File: src/rtl/uart_tx_arbiter_pkg.sv
// Shared types and constants for the UART transmit arbiter.
package uart_arb_pkg;

    localparam int ARB_NREQ   = 4;
    localparam int ARB_DATA_W = 8;
    localparam int TO_CNT_W   = 8;

    typedef enum logic [1:0] {
        IDLE,
        LOAD,
        WAIT_BUSY,
        WAIT_DONE
    } arb_state_e;

    function automatic logic [2:0] oh2idx(input logic [7:0] oh);
        logic [2:0] idx;
        idx = '0;
        for (int unsigned k = 0; k < 8; k++) begin
            if (oh[k[2:0]]) idx = k[2:0];
        end
        return idx;
    endfunction

endpackage

File: src/rtl/uart_tx_arbiter_if.sv
// Producer/UART-side signal bundle of the arbiter; master = producers and UART, slave = arbiter.
interface uart_tx_arbiter_if #(
    parameter int NREQ   = 4,
    parameter int DATA_W = 8
);
    logic [NREQ-1:0]        Req;
    logic [NREQ*DATA_W-1:0] ReqData;
    logic [NREQ-1:0]        Grant;
    logic                   UartBusy;
    logic                   Send;
    logic [DATA_W-1:0]      Datain;
    logic [2:0]             Owner;
    logic                   Active;
    logic                   Error;

    modport master (
        output Req, ReqData, UartBusy,
        input  Grant, Send, Datain, Owner, Active, Error
    );

    modport slave (
        input  Req, ReqData, UartBusy,
        output Grant, Send, Datain, Owner, Active, Error
    );
endinterface

File: src/rtl/uart_tx_arbiter_rr_picker.sv
// Combinational round-robin select: first set request at or above the pointer, with wrap.
module rr_picker #(
    parameter int NREQ = 4
) (
    input  logic [NREQ-1:0] i_req,
    input  logic [2:0]      i_ptr,
    output logic [NREQ-1:0] o_grant,
    output logic            o_valid
);

    logic [NREQ-1:0] w_rot;

    always_comb begin
        o_grant = '0;
        o_valid = 1'b0;
        w_rot   = '0;
        for (int unsigned k = 0; k < NREQ; k++) begin
            w_rot = i_req >> ((32'(i_ptr) + k) % NREQ);
            if (!o_valid && w_rot[0]) begin
                o_grant = NREQ'(1) << ((32'(i_ptr) + k) % NREQ);
                o_valid = 1'b1;
            end
        end
    end

endmodule

File: src/rtl/uart_tx_arbiter.sv
// Round-robin sharing of one UART transmitter among NREQ byte producers.
// Optional handshake timeout enabled by defining UART_ARB_TIMEOUT_EN.
module uart_tx_arbiter
    import uart_arb_pkg::*;
#(
    parameter int NREQ    = ARB_NREQ,
    parameter int DATA_W  = ARB_DATA_W,
    parameter int TIMEOUT = 255
) (
    input  logic         Clock,
    input  logic         Rst,
    uart_tx_arbiter_if.slave bus
);

    if (NREQ < 2 || NREQ > 8 || TIMEOUT < 1 || TIMEOUT > 255) begin : g_param_check
        $error("uart_tx_arbiter: parameter out of range");
    end

    arb_state_e        r_state, w_state_nxt;
    logic [2:0]        r_ptr, w_ptr_nxt, w_ptr_adv;
    logic [NREQ-1:0]   r_grant, w_grant_nxt;
    logic              r_send, w_send_nxt;
    logic [DATA_W-1:0] r_datain, w_datain_nxt;
    logic [2:0]        r_owner, w_owner_nxt;
    logic              r_active, w_active_nxt;

    logic [NREQ-1:0]   w_pick;
    logic              w_valid;
    logic [2:0]        w_pick_idx;
    logic [DATA_W-1:0] w_pick_data;

    rr_picker #(.NREQ(NREQ)) u_picker (
        .i_req   (bus.Req),
        .i_ptr   (r_ptr),
        .o_grant (w_pick),
        .o_valid (w_valid)
    );

    assign w_pick_idx  = oh2idx(8'(w_pick));
    assign w_pick_data = DATA_W'(bus.ReqData >> (32'(w_pick_idx) * DATA_W));
    assign w_ptr_adv   = (r_owner == 3'(NREQ - 1)) ? 3'd0 : r_owner + 3'd1;

`ifdef UART_ARB_TIMEOUT_EN
    logic [TO_CNT_W-1:0] r_cnt, w_cnt_nxt, w_cnt_inc;
    logic                r_error, w_error_nxt;
    assign w_cnt_inc = r_cnt + 1'b1;
`endif

    always_comb begin
        w_state_nxt  = r_state;
        w_ptr_nxt    = r_ptr;
        w_grant_nxt  = '0;
        w_send_nxt   = r_send;
        w_datain_nxt = r_datain;
        w_owner_nxt  = r_owner;
        w_active_nxt = r_active;
`ifdef UART_ARB_TIMEOUT_EN
        w_cnt_nxt    = r_cnt;
        w_error_nxt  = 1'b0;
`endif
        unique case (r_state)
            IDLE: begin
                if (!bus.UartBusy && w_valid) begin
                    w_grant_nxt  = w_pick;
                    w_datain_nxt = w_pick_data;
                    w_owner_nxt  = w_pick_idx;
                    w_active_nxt = 1'b1;
                    w_state_nxt  = LOAD;
                end
            end
            LOAD: begin
                w_send_nxt  = 1'b1;
                w_state_nxt = WAIT_BUSY;
`ifdef UART_ARB_TIMEOUT_EN
                w_cnt_nxt   = '0;
`endif
            end
            WAIT_BUSY: begin
                if (bus.UartBusy) begin
                    w_send_nxt  = 1'b0;
                    w_state_nxt = WAIT_DONE;
                end
`ifdef UART_ARB_TIMEOUT_EN
                // Busy wins over a simultaneous expiry; the byte is dropped on expiry.
                else if (w_cnt_inc == TO_CNT_W'(TIMEOUT)) begin
                    w_send_nxt   = 1'b0;
                    w_error_nxt  = 1'b1;
                    w_active_nxt = 1'b0;
                    w_ptr_nxt    = w_ptr_adv;
                    w_state_nxt  = IDLE;
                end else begin
                    w_cnt_nxt = w_cnt_inc;
                end
`endif
            end
            WAIT_DONE: begin
                if (!bus.UartBusy) begin
                    w_active_nxt = 1'b0;
                    w_ptr_nxt    = w_ptr_adv;
                    w_state_nxt  = IDLE;
                end
            end
            default: w_state_nxt = IDLE;
        endcase
    end

    always_ff @(posedge Clock or posedge Rst) begin
        if (Rst) begin
            r_state  <= IDLE;
            r_ptr    <= '0;
            r_grant  <= '0;
            r_send   <= 1'b0;
            r_datain <= '0;
            r_owner  <= '0;
            r_active <= 1'b0;
        end else begin
            r_state  <= w_state_nxt;
            r_ptr    <= w_ptr_nxt;
            r_grant  <= w_grant_nxt;
            r_send   <= w_send_nxt;
            r_datain <= w_datain_nxt;
            r_owner  <= w_owner_nxt;
            r_active <= w_active_nxt;
        end
    end

`ifdef UART_ARB_TIMEOUT_EN
    always_ff @(posedge Clock or posedge Rst) begin
        if (Rst) begin
            r_cnt   <= '0;
            r_error <= 1'b0;
        end else begin
            r_cnt   <= w_cnt_nxt;
            r_error <= w_error_nxt;
        end
    end
    assign bus.Error = r_error;
`else
    assign bus.Error = 1'b0;
`endif

    assign bus.Grant  = r_grant;
    assign bus.Send   = r_send;
    assign bus.Datain = r_datain;
    assign bus.Owner  = r_owner;
    assign bus.Active = r_active;

endmodule

File: src/flat_wrapper.sv
// flat-port wrapper written by rule: the top's interface ports become plain ports
module uart_tx_arbiter_flat import uart_arb_pkg::*;
#(
    parameter int NREQ    = ARB_NREQ,
    parameter int DATA_W  = ARB_DATA_W,
    parameter int TIMEOUT = 255
)
  (Clock, Rst, bus_Req, bus_ReqData, bus_UartBusy, bus_Grant, bus_Send, bus_Datain, bus_Owner, bus_Active, bus_Error);
  uart_tx_arbiter_if #(.NREQ(NREQ), .DATA_W(DATA_W)) bus_i ();
  input  logic Clock;
  input  logic Rst;
  input wire logic [$bits(bus_i.Req)-1:0] bus_Req;
  input wire logic [$bits(bus_i.ReqData)-1:0] bus_ReqData;
  input wire logic [$bits(bus_i.UartBusy)-1:0] bus_UartBusy;
  output wire logic [$bits(bus_i.Grant)-1:0] bus_Grant;
  output wire logic [$bits(bus_i.Send)-1:0] bus_Send;
  output wire logic [$bits(bus_i.Datain)-1:0] bus_Datain;
  output wire logic [$bits(bus_i.Owner)-1:0] bus_Owner;
  output wire logic [$bits(bus_i.Active)-1:0] bus_Active;
  output wire logic [$bits(bus_i.Error)-1:0] bus_Error;
  assign bus_i.Req = bus_Req;
  assign bus_i.ReqData = bus_ReqData;
  assign bus_i.UartBusy = bus_UartBusy;
  assign bus_Grant = bus_i.Grant;
  assign bus_Send = bus_i.Send;
  assign bus_Datain = bus_i.Datain;
  assign bus_Owner = bus_i.Owner;
  assign bus_Active = bus_i.Active;
  assign bus_Error = bus_i.Error;
  uart_tx_arbiter #(.NREQ(NREQ), .DATA_W(DATA_W), .TIMEOUT(TIMEOUT)) u_core (.Clock(Clock), .Rst(Rst), .bus(bus_i));
endmodule
File: config.mk
export PLATFORM = sky130hd
export DESIGN_NAME = uart_tx_arbiter_flat
export DESIGN_NICKNAME = d
export VERILOG_FILES = /design/src/rtl/uart_tx_arbiter_pkg.sv /design/src/rtl/uart_tx_arbiter_if.sv /design/src/rtl/uart_tx_arbiter_rr_picker.sv /design/src/rtl/uart_tx_arbiter.sv /design/src/flat_wrapper.sv
export SDC_FILE = /design/constraint.sdc
export NUM_CORES = 1
export LEC_CHECK = 0
export CAP_MARGIN = 20
export CELL_PAD_IN_SITES_DETAIL_PLACEMENT = 0
export CELL_PAD_IN_SITES_GLOBAL_PLACEMENT = 1
export CORE_UTILIZATION = 47
export CTS_CLUSTER_SIZE = 30
export DETAILED_ROUTE_END_ITERATION = 8
export DONT_BUFFER_PORTS = 1
export PLACE_DENSITY = 0.87
export SLEW_MARGIN = 20
export SYNTH_ARGS = -nofsm -noshare
export SYNTH_HDL_FRONTEND = slang
export SYNTH_SLANG_ARGS = --single-unit
File: constraint.sdc
create_clock -name Clock -period 3.5 [get_ports Clock]
set_input_delay 0.525 -clock Clock [delete_from_list [all_inputs] [get_ports Clock]]
set_output_delay 0.525 -clock Clock [all_outputs]
set_load 0.05 [all_outputs]
==> impl_metrics.toml, run 1 <==
[global_route]
grt_max_degree = 21
grt_pass1_wl_mm = 6.01
grt_pass1_vias = 1320
groute.usage.overall = 0.184
grt-ovfl-total = 0
antenna_found_initial = 0

[sta]
worst_pin_slew_ns = 0.730
fin_tns_setup_ns = 0
final.min_clock_period_ns = 3.13
hold_viol = 0
fmax_mhz = 319
skew_ns = 0.000953
rsz0062_at_grt = "no"
fin_crit_sh = 0.895
drv_slew = 0
slew_headroom = 0.513
setup_viol = 0

[layout]
area_growth_pct = 2.87
fill_cells = 351
drive_above_1_share = 0.175
antenna_cells = 0
fin_nets = 242

[cts]
ctsResizeCount = 0
ctsLongestPathBuffers = 2
ctsHoldBuffers = 0
cts_buffers = 3
htreeDepth = 1
clockRootBuffer = "clkbuf_8"
cts_num_sinks = 20
path_clk_slew_ns = 0.07
clock_latency_ns = 0.26
postCtsSetupRepairBufs = 0
cts_tree = "yes"

[synth]
synthFlopType = "dfrtp_1"
synth_top_family_by_area = "compound AO/OA/AOI/OAI gates"
synthAdderAreaFrac = 0.0911
synthXorXnorAreaFrac = 0
synth_cells = 194
muxShareOfSynthArea = 0.0918
ys_warn_count = 0
synth_compound_area_frac = 0.292
synth_seq_cells = 20
synth-async-reset-ratio = 1.00
synth.distinct_cells = 47
netlist.area_leader.share = 0.280
syn_area_um2 = 1790
avgSynthCellArea_um2 = 9.20
synth_edf_count = 0
yosys.area.top_type = "dfrtp_1"
synth.most_common_cell = "nand2_1"
synth.yosys.seq_area_share = 0.280
netlist_top_cells_area = "dfrtp_1 (28%), ha_1 (9.1%), a211oi_1 (6.7%), a2bb2oi_2 (5.9%), nand2_1 (5.9%)"
yosys.area_share.simple = 0.174
synth_common_cells = "nand2_1 (28), dfrtp_1 (20), a211oi_1 (16), nor2_1 (14), ha_1 (13)"

[power_and_ir_drop]
irDropWorstVdd_mv = 0.255
power.total_uw = 1900
power_leakage_uw = 0.000751
p_per_area_nw_per_um2 = 1030

[placed_design]
gp_congestion = 0.876
port_buffers = 0
dp.final_hpwl_mm = 3.01

[setup_path]
cp_slowest_stage_delay_ns = 0.63
reg2reg_to = "u_core.bus.Datain[0]$_DFFE_PP0P_"
crit_path_start_kind = "flip-flop"
cp.arrival_ns = 3.27
crit_start = "u_core.r_ptr[1]$_DFFE_PP0P_"
crit_fanout = 11
crit_required_ns = 3.63
crit_path_end = "u_core.bus.Datain[0]$_DFFE_PP0P_"
path_depth = 8
worstPathCellList = "inv_1 > ha_1 > mux4_2 > nand2_1 > o21ai_2 > a211o_1 > a211oi_1 > o21ai_1"
path_class = "flip-flop to flip-flop"
path_delay_family = "compound AO/OA/AOI/OAI gates"
reg2reg_from = "u_core.r_ptr[1]$_DFFE_PP0P_"
cp_num_buf_inv = 1
r2r_slack_ns = 0.37
end_kind = "flip-flop"
slowest_stage = "mux4_2"
rr_worst_depth = 8

[die]
dieArea_um2 = 4050
initial_utilization = 0.488
rows = 22
die_h_um = 63.6
ioPinCount = 57
die_w_um = 63.6
core_region_area_um2 = 3660

[status]
status = "finished clean"

[detailed_routing]
drt_iter0_drc = 59
drc = 0
wire_per_inst_um = 15.8
avgViaCountPerCell = 6.07
ant_nets = 0
vias = 1438
drt_first_pass_iters = 4
routed_wl_mm = 3.75

[worst_hold_path]
hold_path_class = "input pin to async pin"

[job]
maxCapViolCount = 0
per-layer routing:
layer  up-vias  GRT usage  part of all wire  wire [µm]
met4         0     0.0597             0.014         54
met1       693      0.230              0.43       1600
met3         7     0.0236             0.046        174
met2        39      0.323              0.51       1920
li1        699          -                 -          -
met5         -          0                 0          0
cells by family (layout without fill, tap and decap cells):
family | count (synthesis) | after routing
and+or+nand+nor | 65 | 65
other | 1 | 2
AOI/OAI and AO/OA | 61 | 61
DFF | 20 | 20
muxes | 12 | 12
adders and majority gates | 13 | 13
buffers and inverters | 22 | 16
cells in the final DEF (no fill, tap or decap), types with 2 or more instances in the layout:
cell	count
nand2_1	28
dfrtp_1	20
a211oi_1	16
nor2_1	14
ha_1	13
inv_1	9
o31ai_1	8
a2bb2oi_2	7
mux2_2	5
o21ai_0	5
mux2i_1	4
and2_1	4
nor3b_1	4
a21oi_1	4
clkbuf_8	4
mux4_2	3
nor3_1	3
o22ai_1	3
buf_4	3
a22oi_1	2
o21ai_1	2
nand2_2	2
a21oi_2	2
nand3_1	2
conb_1	2
area by class of cell:
| type | instances | area [µm²] | share of cell area |
|---|---|---|---|
| Clock buffer | 4 | 55.1 | 0.0300 |
| Inverter | 9 | 33.8 | 0.0184 |
| Multi-Input combinational cell | 153 | 1160 | 0.634 |
| Sequential cell | 20 | 500 | 0.272 |
| Tap cell | 48 | 60.1 | 0.0327 |
| Timing Repair Buffer | 3 | 22.5 | 0.0123 |
stage by stage:
stage | setup slack [ns] | instance area, µm² | cells | hold WS [ns] | util
global placement | 0.512 | 1780 | 233 | 0.571 | 0.487
detailed placement | 0.387 | 1780 | 233 | 0.577 | 0.487
CTS | 0.381 | 1840 | 237 | 0.304 | 0.502
global route | 0.201 | 1840 | 237 | 0.329 | 0.502
floorplan | 0.755 | 1790 | 195 | 0.489 | -
finish | 0.368 | 1840 | 237 | 0.274 | 0.502
worst min-delay path by stage:
stage | cells past startpoint | slack, ns | endpoint
after floorplan | 1 | 0.49 | u_core.bus.Active$_DFFE_PP0P_
after global routing | 1 | 0.33 | u_core.bus.Active$_DFFE_PP0P_
after detailed placement | 1 | 0.58 | u_core.bus.Send$_DFFE_PP0P_
after CTS | 1 | 0.30 | u_core.bus.Datain[6]$_DFFE_PP0P_
final | 1 | 0.27 | u_core.bus.Send$_DFFE_PP0P_
after global placement | 1 | 0.57 | u_core.bus.Active$_DFFE_PP0P_
worst register-to-register path: stages (launching register included):
cell and delay (ns):
dfrtp_1 0.56, inv_1 0.20, ha_1 0.42, mux4_2 0.63, nand2_1 0.12, o21ai_2 0.12, a211o_1 0.45, a211oi_1 0.40
o21ai_1 0.12
flip-flops by register name, summed over array words and instances (netlist names):
name and count:
u_core.bus.Owner 2, u_core.bus.Send 1, u_core.bus.Datain 8, u_core.bus.Active 1, u_core.r_state 2, u_core.r_ptr 2, u_core.bus.Grant 4
power breakdown:
part | internal [µW] | switching [µW] | total [µW]
combinational | 457 | 582 | 1040
clock | 100 | 73.2 | 173
sequential | 325 | 361 | 687
Note: power is estimated with default switching activity, not from simulation.
==> inputs of run 2 (changes only) <==
--- a/config.mk
+++ b/config.mk
@@ -12,7 +12,7 @@
 export CTS_CLUSTER_SIZE = 30
 export DETAILED_ROUTE_END_ITERATION = 8
 export DONT_BUFFER_PORTS = 1
-export PLACE_DENSITY = 0.87
+export PLACE_DENSITY_LB_ADDON = 0.1
 export SLEW_MARGIN = 20
 export SYNTH_ARGS = -nofsm -noshare
 export SYNTH_HDL_FRONTEND = slang
==> impl_metrics.toml, run 2 (synthesized netlist as in run 1, its figures left out) <==
[sta]
fmax_mhz = 311
worst_pin_slew_ns = 0.724
hold_viol = 0
setup_viol = 0
setup_ws_ns = 0.286
rsz0062_at_grt = "no"
final.min_clock_period_ns = 3.21
slew_headroom = 0.517
fin_crit_sh = 0.918
whs_ns = 0.276
fin_tns_setup_ns = 0
drv_slew = 0
skew_ns = 0.00289

[detailed_routing]
avgViaCountPerCell = 5.89
drt_first_pass_iters = 4
ant_nets = 0
drt_iter0_drc = 80
drc = 0
routed_wl_mm = 3.86
wire_per_inst_um = 16.3
vias = 1395

[die]
initial_utilization = 0.488
rows = 22
dieArea_um2 = 4050
die_h_um = 63.6
core_region_area_um2 = 3660
ioPinCount = 57
die_w_um = 63.6

[cts]
ctsResizeCount = 0
clock_latency_ns = 0.25
cts_num_sinks = 20
postCtsSetupRepairBufs = 0
cts_buffers = 3
ctsHoldBuffers = 0
ctsLongestPathBuffers = 2
htreeDepth = 1
clockRootBuffer = "clkbuf_8"
cts_tree = "yes"
path_clk_slew_ns = 0.07

[setup_path]
path_class = "flip-flop to flip-flop"
r2r_slack_ns = 0.29
crit_fanout = 11
crit_start = "u_core.r_ptr[1]$_DFFE_PP0P_"
crit_required_ns = 3.63
reg2reg_from = "u_core.r_ptr[1]$_DFFE_PP0P_"
cp.arrival_ns = 3.34
crit_path_start_kind = "flip-flop"
crit_path_end = "u_core.bus.Datain[0]$_DFFE_PP0P_"
end_kind = "flip-flop"
reg2reg_to = "u_core.bus.Datain[0]$_DFFE_PP0P_"
rr_worst_depth = 8

[global_route]
grt_pass1_wl_mm = 6.44
antenna_found_initial = 0
grt_max_degree = 21
grt-ovfl-total = 0
grt_pass1_vias = 1338
groute.usage.overall = 0.201

[power_and_ir_drop]
p_per_area_nw_per_um2 = 1040
power_leakage_uw = 0.000751
power.total_uw = 1910
irDropWorstVdd_mv = 0.486

[layout]
fin_nets = 242
mostFrequentLayoutCells = "nand2_1 (28), dfrtp_1 (20), a211oi_1 (16)"
utilization = 0.502
largest_reg_flops = 8
antenna_cells = 0
drive_above_1_share = 0.175
final_common_cell = "nand2_1"
area_growth_pct = 2.87

[placed_design]
port_buffers = 0
pre_cts_ws_ns = 0.354
dp.final_hpwl_mm = 3.01
gp_congestion = 0.877

[status]
status = "finished clean"

[job]
maxCapViolCount = 0

[worst_hold_path]
hold_path_class = "input pin to async pin"
-- run 2: cell counts in the layout (fill, tap and decap cells not counted) --
No cell type changed its count.
-- run 2: power breakdown --
group / internal, µW / switching, µW
combinational: 459 / 593
sequential: 325 / 363
clock: 100 / 70.7
total: 884 / 1030
-- run 2: worst min path at each step --
stage / from / to / slack [ns] / cells after the start
after floorplan: Rst / u_core.bus.Active$_DFFE_PP0P_ / 0.49 / 1
after global placement: Rst / u_core.bus.Grant[0]$_DFF_PP0_ / 0.57 / 1
after detailed placement: Rst / u_core.r_state[0]$_DFFE_PP0P_ / 0.58 / 1
after CTS: Rst / u_core.bus.Send$_DFFE_PP0P_ / 0.31 / 1
after global routing: Rst / u_core.bus.Grant[0]$_DFF_PP0_ / 0.35 / 1
final: Rst / u_core.bus.Grant[0]$_DFF_PP0_ / 0.28 / 1
-- run 2: routing by layer --
metal | part of all wire | wire [µm] | vias to the layer above | track usage
met5 | 0 | 0 | - | 0
met4 | 0.0091 | 35 | 0 | 0.0710
met3 | 0.046 | 178 | 4 | 0.0308
met2 | 0.46 | 1770 | 35 | 0.305
met1 | 0.49 | 1880 | 659 | 0.285
li1 | - | - | 697 | -
-- run 2: area by class of cell --
cell class                      instances  area, µm²
Sequential cell                        20        500
Clock buffer                            4       55.1
Multi-Input combinational cell        153       1160
Timing Repair Buffer                    3       22.5
Fill cell                             351       1820
Inverter                                9       33.8
Tap cell                               48       60.1
-- run 2: worst max-delay path, stage by stage, from the launching register on --
cell and delay [ns]:
dfrtp_1 0.55, inv_1 0.22, ha_1 0.42, mux4_2 0.63
nand2_1 0.12, o21ai_2 0.12, a211o_1 0.45, a211oi_1 0.44
o21ai_1 0.12
-- run 2: stage by stage --
stage	std cells	cell area (µm²)
2_1_floorplan	195	1790
3_3_place_gp	233	1780
3_5_place_dp	233	1780
4_1_cts	237	1840
5_1_grt	237	1840
6_report	237	1840
==> inputs of run 3 (changes only) <==
--- a/config.mk
+++ b/config.mk
@@ -6,13 +6,11 @@
 export NUM_CORES = 1
 export LEC_CHECK = 0
 export CAP_MARGIN = 20
-export CELL_PAD_IN_SITES_DETAIL_PLACEMENT = 0
-export CELL_PAD_IN_SITES_GLOBAL_PLACEMENT = 1
-export CORE_UTILIZATION = 47
+export CORE_UTILIZATION = 63
 export CTS_CLUSTER_SIZE = 30
 export DETAILED_ROUTE_END_ITERATION = 8
 export DONT_BUFFER_PORTS = 1
-export PLACE_DENSITY_LB_ADDON = 0.1
+export PLACE_DENSITY = 0.79
 export SLEW_MARGIN = 20
 export SYNTH_ARGS = -nofsm -noshare
 export SYNTH_HDL_FRONTEND = slang
==> impl_metrics.toml, run 3 (synthesized netlist as in run 1, its figures left out) <==
[cts]
htreeDepth = 1
cts_buffers = 3
path_clk_slew_ns = 0.11
cts_num_sinks = 20
clockRootBuffer = "clkbuf_4"
ctsHoldBuffers = 0
postCtsSetupRepairBufs = 0
cts_tree = "yes"
ctsLongestPathBuffers = 2
ctsResizeCount = 0
clock_latency_ns = 0.30

[layout]
antenna_cells = 0
largest_reg_flops = 8
final_common_cell = "nand2_1"
fill_cells = 221
final_area_um2 = 1800
fin_nets = 243
drive_above_1_share = 0.179
final_cells = 220
mostFrequentLayoutCells = "nand2_1 (28), dfrtp_1 (20), a211oi_1 (16)"
area_growth_pct = 0.981

[job]
maxCapViolCount = 0

[placed_design]
dp.final_hpwl_mm = 2.99
postPlaceCellArea_um2 = 1770
post-place-cells = 216
gp_congestion = 0.922
port_buffers = 0

[detailed_routing]
vias = 1439
routed_wl_mm = 3.86
drt_first_pass_iters = 4
avgViaCountPerCell = 6.54
wire_per_inst_um = 17.5
ant_nets = 0
drc = 0
drt_iter0_drc = 69

[status]
status = "finished clean"

[power_and_ir_drop]
p_clk_frac = 0.073
power.total_uw = 1890
p_int_uw = 849
power_frac_seq = 0.365
irDropWorstVdd_mv = 0.692
p_sw_frac = 0.550
p_comb_frac = 0.562
p_sw_uw = 1040
power_leakage_uw = 0.000749
p_per_area_nw_per_um2 = 1050

[sta]
fin_tns_setup_ns = 0
setup_viol = 0
fmax_mhz = 306
drv_slew = 0
final.min_clock_period_ns = 3.27
slew_headroom = 0.499
fin_crit_sh = 0.933
worst_pin_slew_ns = 0.751
hold_viol = 0
rsz0062_at_grt = "no"
skew_ns = 0.00241

[worst_hold_path]
hold_path_class = "input pin to async pin"

[die]
core_region_area_um2 = 2570
rows = 18
initial_utilization = 0.695
die_w_um = 55.2
dieArea_um2 = 3050
ioPinCount = 57
die_h_um = 55.2

[global_route]
grt-ovfl-total = 0
grt_pass1_wl_mm = 6.49
grt_pass1_vias = 1393
grt_max_degree = 21
groute.usage.overall = 0.261
antenna_found_initial = 0

[setup_path]
cp.arrival_ns = 3.46
path_class = "flip-flop to flip-flop"
end_kind = "flip-flop"
crit_required_ns = 3.69
crit_fanout = 11
crit_path_start_kind = "flip-flop"
-- run 3: changes by cell type in the layout (fill, tap and decap cells not counted) --
cell      previous run  this run
clkbuf_8             4         1
buf_4                3         4
clkbuf_4             0         3
-- run 3: worst paths after layout --
| path | endpoint | from | slack (ns) | cells past startpoint |
|---|---|---|---|---|
| max | u_core.bus.Datain[0]$_DFFE_PP0P_ | u_core.r_ptr[1]$_DFFE_PP0P_ | 0.23 | 9 |
| min | u_core.bus.Active$_DFFE_PP0P_ | Rst | 0.22 | 1 |
| max reg2reg | u_core.bus.Datain[0]$_DFFE_PP0P_ | u_core.r_ptr[1]$_DFFE_PP0P_ | 0.23 | 9 |
| min reg2reg | u_core.r_state[1]$_DFFE_PP0P_ | u_core.r_state[1]$_DFFE_PP0P_ | 0.64 | 2 |
| max in group asynchronous | u_core.bus.Datain[2]$_DFFE_PP0P_ | Rst | 2.81 | 1 |
| min in group Clock | u_core.bus.Send$_DFFE_PP0P_ | bus_UartBusy | 0.31 | 1 |
-- run 3: through the flow --
step                 util  setup slack (ns)  hold slack, ns
floorplan               -             0.755           0.489
global placement    0.688             0.488           0.562
detailed placement  0.688             0.308           0.575
CTS                 0.702             0.302           0.233
global route        0.702            0.0294           0.269
finish              0.702             0.233           0.223
-- run 3: layout make-up --
class | instances | area [µm²] | area share
Sequential cell | 20 | 500 | 0.278
Timing Repair Buffer | 4 | 30.0 | 0.0167
Inverter | 9 | 33.8 | 0.0187
Tap cell | 30 | 37.5 | 0.0208
Multi-Input combinational cell | 153 | 1160 | 0.646
Clock buffer | 4 | 36.3 | 0.0201
-- run 3: power by group through the flow --
stage	Clock [µW]	Combinational (µW)	Sequential [µW]
final	137	1060	689
after global routing	148	1170	703
after CTS	139	1050	689
after detailed placement	0	1050	695
after global placement	0	1000	685
after floorplan	0	890	674
-- run 3: layer usage --
layer | routed length (µm) | GRT usage | vias up
li1 | - | - | 704
met1 | 1750 | 0.358 | 668
met2 | 1810 | 0.418 | 59
met3 | 247 | 0.0422 | 8
met4 | 58 | 0.0857 | 0
met5 | 0 | 0 | -
-- run 3: critical path, cell delays in order, from the launching register on --
cell and delay, ns:
dfrtp_1 0.58, inv_1 0.20, ha_1 0.42, mux4_2 0.62, nand2_2 0.14, a21oi_2 0.07
a2111oi_4 0.54, buf_4 0.28, a2bb2oi_1 0.20, o21ai_1 0.10
==> variant 1, RTL diff (flow settings as in run 3) <==
The option `UART_ARB_TIMEOUT_EN` is turned on by a define.
--- a/src/rtl/uart_tx_arbiter.sv
+++ b/src/rtl/uart_tx_arbiter.sv
@@ -1,5 +1,7 @@
 // Round-robin sharing of one UART transmitter among NREQ byte producers.
 // Optional handshake timeout enabled by defining UART_ARB_TIMEOUT_EN.
+`define UART_ARB_TIMEOUT_EN
+
 module uart_tx_arbiter
     import uart_arb_pkg::*;
 #(
Behaviour: no difference found for any inputs over 4 cycles, from zero or initial values and one cycle with Rst high; that may be too few to reach the edited logic, so the function may still have changed.
==> variant 1 against run 3 <==
Routed wire length grew 33%; sequential cell count grew 9; power grew 28%; global-route usage grew 1.0 points; clock power grew 120%; area after synthesis grew 34%; worst setup slack gained 0.14 ns; cell area grew 38%; critical path type unchanged; critical endpoint is now u_core.bus.Datain[5]$_DFFE_PP0P_.
==> variant 1: results (changes against run 3) <==
metric;value;unit;change
run_status;complete, no violations;;
grt_max_degree;30;;+43%
drtIter0Drc;103;;+49%
max_freq;0.3197;GHz;+4.4%
grt_pass1_vias;1800;;+29%
ctsHtreeMaxLevel;2;;+1
synthTopCellsByArea;dfrtp_1 (30%), ha_1 (8.4%), a221oi_1 (5.5%);;
r2r_slack;0.37;ns;+0.14 ns
preCtsSetupSlack;0.3951;ns;+0.08681 ns
vias_per_cell;6.694;;+2.3%
fill_cells;305;;+38%
cts_root_buffer;clkbuf_8;;
cts-buffers-inserted;5;;+2
clk_latency;0.28;ns;-0.02 ns
gp_congestion;0.8774;;-4.8%
r2r-end;u_core.bus.Datain[5]$_DFFE_PP0P_;;
synthTopCellsByCount;dfrtp_1 (29), nand2_1 (20), ha_1 (16), inv_1 (16), a221oi_1 (15);;
drive_gt1_share;15.02;%;-2.9 points
r2r_cells;8;;-1
critical_path_arrival;3.30;ns;-0.16 ns
fin_hold_ws;0.1794;ns;-0.04361 ns
synth_edf_count;0;;unchanged
grt_pass1_wl;8.466;mm;+31%
final_net_count;307;;+26%
grt-ovfl-total;0;;unchanged
peakVddDrop;524.4;uV;-24%
drt-total-wl;5.147;mm;+33%
p_leak;1.042;nW;+39%
cp_max_fo;9;;-2
dp.final_hpwl;3.745;mm;+25%
grt_util_all_layers;27.06;%;+1.0 points
clock_path_buffers;2;;unchanged
clk_pin_slew;0.07;ns;-0.04 ns
yosysUniqueCellTypes;55;;+17%
fin_skew;0.006168;ns;+0.003755 ns
synth.yosys.seq_area_share;30.32;%;+2.3 points
place_area;0.002387;mm^2;+35%
max_slew_margin;55.18;%;+5.3 points
## variant 1: per-stage QoR
step	power [mW]	std cells	util (%)
2_1_floorplan	1.918	257	-
3_3_place_gp	2.083	293	65.21
3_5_place_dp	2.106	293	65.21
4_1_cts	2.421	301	67.98
5_1_grt	2.603	301	67.98
6_report	2.426	301	67.98
## variant 1: routing by layer
metal	global-route usage (%)	vias to the layer above	wire length, um
li1	-	957	-
met1	35.29	982	2233
met2	43.22	68	2552
met3	5.616	8	274
met4	11.36	0	87
met5	0	-	0
## variant 1: how the worst max path moves through the flow
stage | endpoint | slack, ns | depth (start not counted)
6_report | u_core.bus.Datain[5]$_DFFE_PP0P_ | 0.37 | 8
5_1_grt | u_core.bus.Datain[2]$_DFFE_PP0P_ | 0.17 | 8
4_1_cts | u_core.bus.Datain[5]$_DFFE_PP0P_ | 0.39 | 8
3_5_place_dp | u_core.bus.Datain[5]$_DFFE_PP0P_ | 0.40 | 8
3_3_place_gp | u_core.bus.Datain[5]$_DFFE_PP0P_ | 0.51 | 8
2_1_floorplan | u_core.bus.Datain[0]$_DFFE_PP0P_ | 0.56 | 11
## variant 1: cell type report
cell class / instances / area [um^2] / area share [%]
Timing Repair Buffer: 4 / 30.03 / 1.207
Clock inverter: 1 / 5.005 / 0.2011
Clock buffer: 7 / 96.34 / 3.871
Multi-Input combinational cell: 196 / 1511 / 60.73
Tap cell: 48 / 60.06 / 2.413
Sequential cell: 29 / 725.7 / 29.16
Inverter: 16 / 60.06 / 2.413
## variant 1: power breakdown
group	leakage (nW)	switching, mW	internal, mW
clock	0.0542	0.131	0.177
combinational	0.626	0.744	0.533
sequential	0.362	0.391	0.450
## variant 1: cell families after synthesis
group / count (synthesis) / share of synthesized area, %
other cells: 1 / 0.1567
xor+xnor: 3 / 1.098
buf+inv: 32 / 6.534
flops: 29 / 30.32
simple gates: 66 / 14.48
compound gates: 90 / 28.96
mux: 20 / 10.09
fa+ha+maj: 16 / 8.364
==> variant 2, RTL diff (config.mk and constraints of run 3) <==
Made on the original files. `r_datain` no longer has a reset.
--- a/src/rtl/uart_tx_arbiter.sv
+++ b/src/rtl/uart_tx_arbiter.sv
@@ -110,7 +110,6 @@
             r_ptr    <= '0;
             r_grant  <= '0;
             r_send   <= 1'b0;
-            r_datain <= '0;
             r_owner  <= '0;
             r_active <= 1'b0;
         end else begin
@@ -118,10 +117,13 @@
             r_ptr    <= w_ptr_nxt;
             r_grant  <= w_grant_nxt;
             r_send   <= w_send_nxt;
-            r_datain <= w_datain_nxt;
             r_owner  <= w_owner_nxt;
             r_active <= w_active_nxt;
         end
+    end
+
+    always_ff @(posedge Clock) begin
+        r_datain <= w_datain_nxt;
     end
 
 `ifdef UART_ARB_TIMEOUT_EN
Behaviour: not the same (a bounded check fails within 4 cycles, from zero or initial values and one cycle with Rst high).
==> variant 2 against run 3 <==
Cell count down 20%; routed wire length down 19%; maximum frequency up 9.9%; sequential cell count unchanged; non-clock buffer count unchanged; power up 12%; cell area down 8.1%; combinational power up 21%; synthesized cell count down 25%; largest cell class unchanged; sequential share of layout area up 4.8 points; sequential power up 3.6%; largest power group unchanged; area after synthesis down 9.5%; worst setup slack better by 0.29 ns.
==> variant 2: results (changes against run 3) <==
metric;value;unit;change
async_flop_share;60.00;%;-40 points
cp_max_fo;12;;+1
grt_util_all_layers;24.73;%;-1.3 points
yosysUniqueCellTypes;44;;-6.4%
synthTopCellsByArea;dfrtp_1 (19%), edfxtp_1 (15%), ha_1 (10%);;
max_slew_margin;37.55;%;-12 points
run_status;complete, no violations;;
cp_slowest_cell;a221oi_2;;
p_leak;0.6960;nW;-7.1%
place_area;0.001632;mm^2;-7.6%
fill_cells;179;;-19%
vias_per_cell;6.580;;+0.59%
synthToLayoutAreaGrowth;2.634;%;
grt_use_met1;31.69;%;-4.1 points
dp.final_hpwl;2.453;mm;-18%
slowest_delay;0.71;ns;+0.09 ns
critical_path_arrival;3.04;ns;-0.42 ns
grt_max_degree;13;;-38%
grt_pass1_vias;1074;;-23%
gp_congestion;0.9136;;-0.92%
grt_pass1_wl;4.892;mm;-25%
synthTopCellsByCount;inv_1 (16), ha_1 (13), dfrtp_1 (12);;
fin_skew;0.009242;ns;+0.006828 ns
grt_util_met3;4.058;%;-0.16 points
wl_per_cell;17.66;um;+0.78%
drtIter0Drc;25;;-64%
==> variant 2: cell types whose count changed in the layout (fill, tap and decap cells not counted), sizes merged, moves of 8 or more <==
cell	change
nand2	-23
a211oi	-16
nor2	-9
o221ai	+9
dfrtp	-8
edfxtp	+8
inv	+8
==> variant 2: path summary, 6_finish.rpt <==
kind	start	endpoint	slack, ns	depth (start not counted)
worst max-delay path	u_core.r_ptr[0]$_DFFE_PP0P_	u_core.bus.Datain[4]$_DFFE_PP_	0.53	8
worst min-delay path	Rst	u_core.bus.Owner[0]$_DFFE_PP0P_	0.09	1
worst max register to register	u_core.r_ptr[0]$_DFFE_PP0P_	u_core.bus.Datain[4]$_DFFE_PP_	0.53	8
worst min register to register	u_core.r_state[1]$_DFFE_PP0P_	u_core.r_state[1]$_DFFE_PP0P_	0.65	2
max in group asynchronous	Rst	u_core.bus.Grant[2]$_DFF_PP0_	3.09	1
min in group Clock	bus_UartBusy	u_core.bus.Send$_DFFE_PP0P_	0.31	1
==> variant 2: cells by family (layout without fill, tap and decap cells) <==
family	count (synthesis)	count (layout)	share of synthesized area (%)
compound gates	34	34	19.44
flops	20	20	33.46
fa+ha+maj	13	13	10.07
other cells	1	2	0.2322
simple gates	35	35	14.02
mux	19	19	15.57
buf+inv	23	25	7.203
==> variant 2: worst register-to-register path: stages (launching register included) <==
cell and delay, ns:
dfrtp_1 0.36, inv_1 0.09, ha_1 0.38, mux4_2 0.62
nand2_1 0.12, a21oi_1 0.09, a221oi_2 0.71, buf_4 0.27
o221ai_2 0.09
==> variant 2: layer usage <==
layer | part of all wire [%] | vias to the layer above | wire length (um)
met4 | 2.2 | 0 | 69
met2 | 51 | 45 | 1582
li1 | - | 540 | -
met1 | 41 | 564 | 1272
met3 | 5.9 | 9 | 184
met5 | 0 | - | 0
==> variant 2: area by class of cell <==
class                   count  share of cell area, %
inverters                  17                  3.849
repair buffers              4                  1.811
flip-flops and latches     20                  32.60
multi-input cells         103                  58.04
well taps                  28                  2.113
clock buffers               4                  1.585
==> variant 2: stage by stage <==
stage,setup slack (ns),total power [mW],std cells
5_1_grt,0.3072,2.283,176
6_report,0.5262,2.108,176
3_3_place_gp,0.5964,1.956,172
4_1_cts,0.5433,2.122,176
3_5_place_dp,0.5495,2.009,172
2_1_floorplan,0.6157,1.792,146
==> variant 2: report_power, final <==
part | switching [mW] | total, mW | internal, mW
clock network | 0.0718 | 0.116 | 0.0444
registers | 0.322 | 0.714 | 0.393
logic | 0.703 | 1.28 | 0.574
total | 1.10 | 2.11 | 1.01
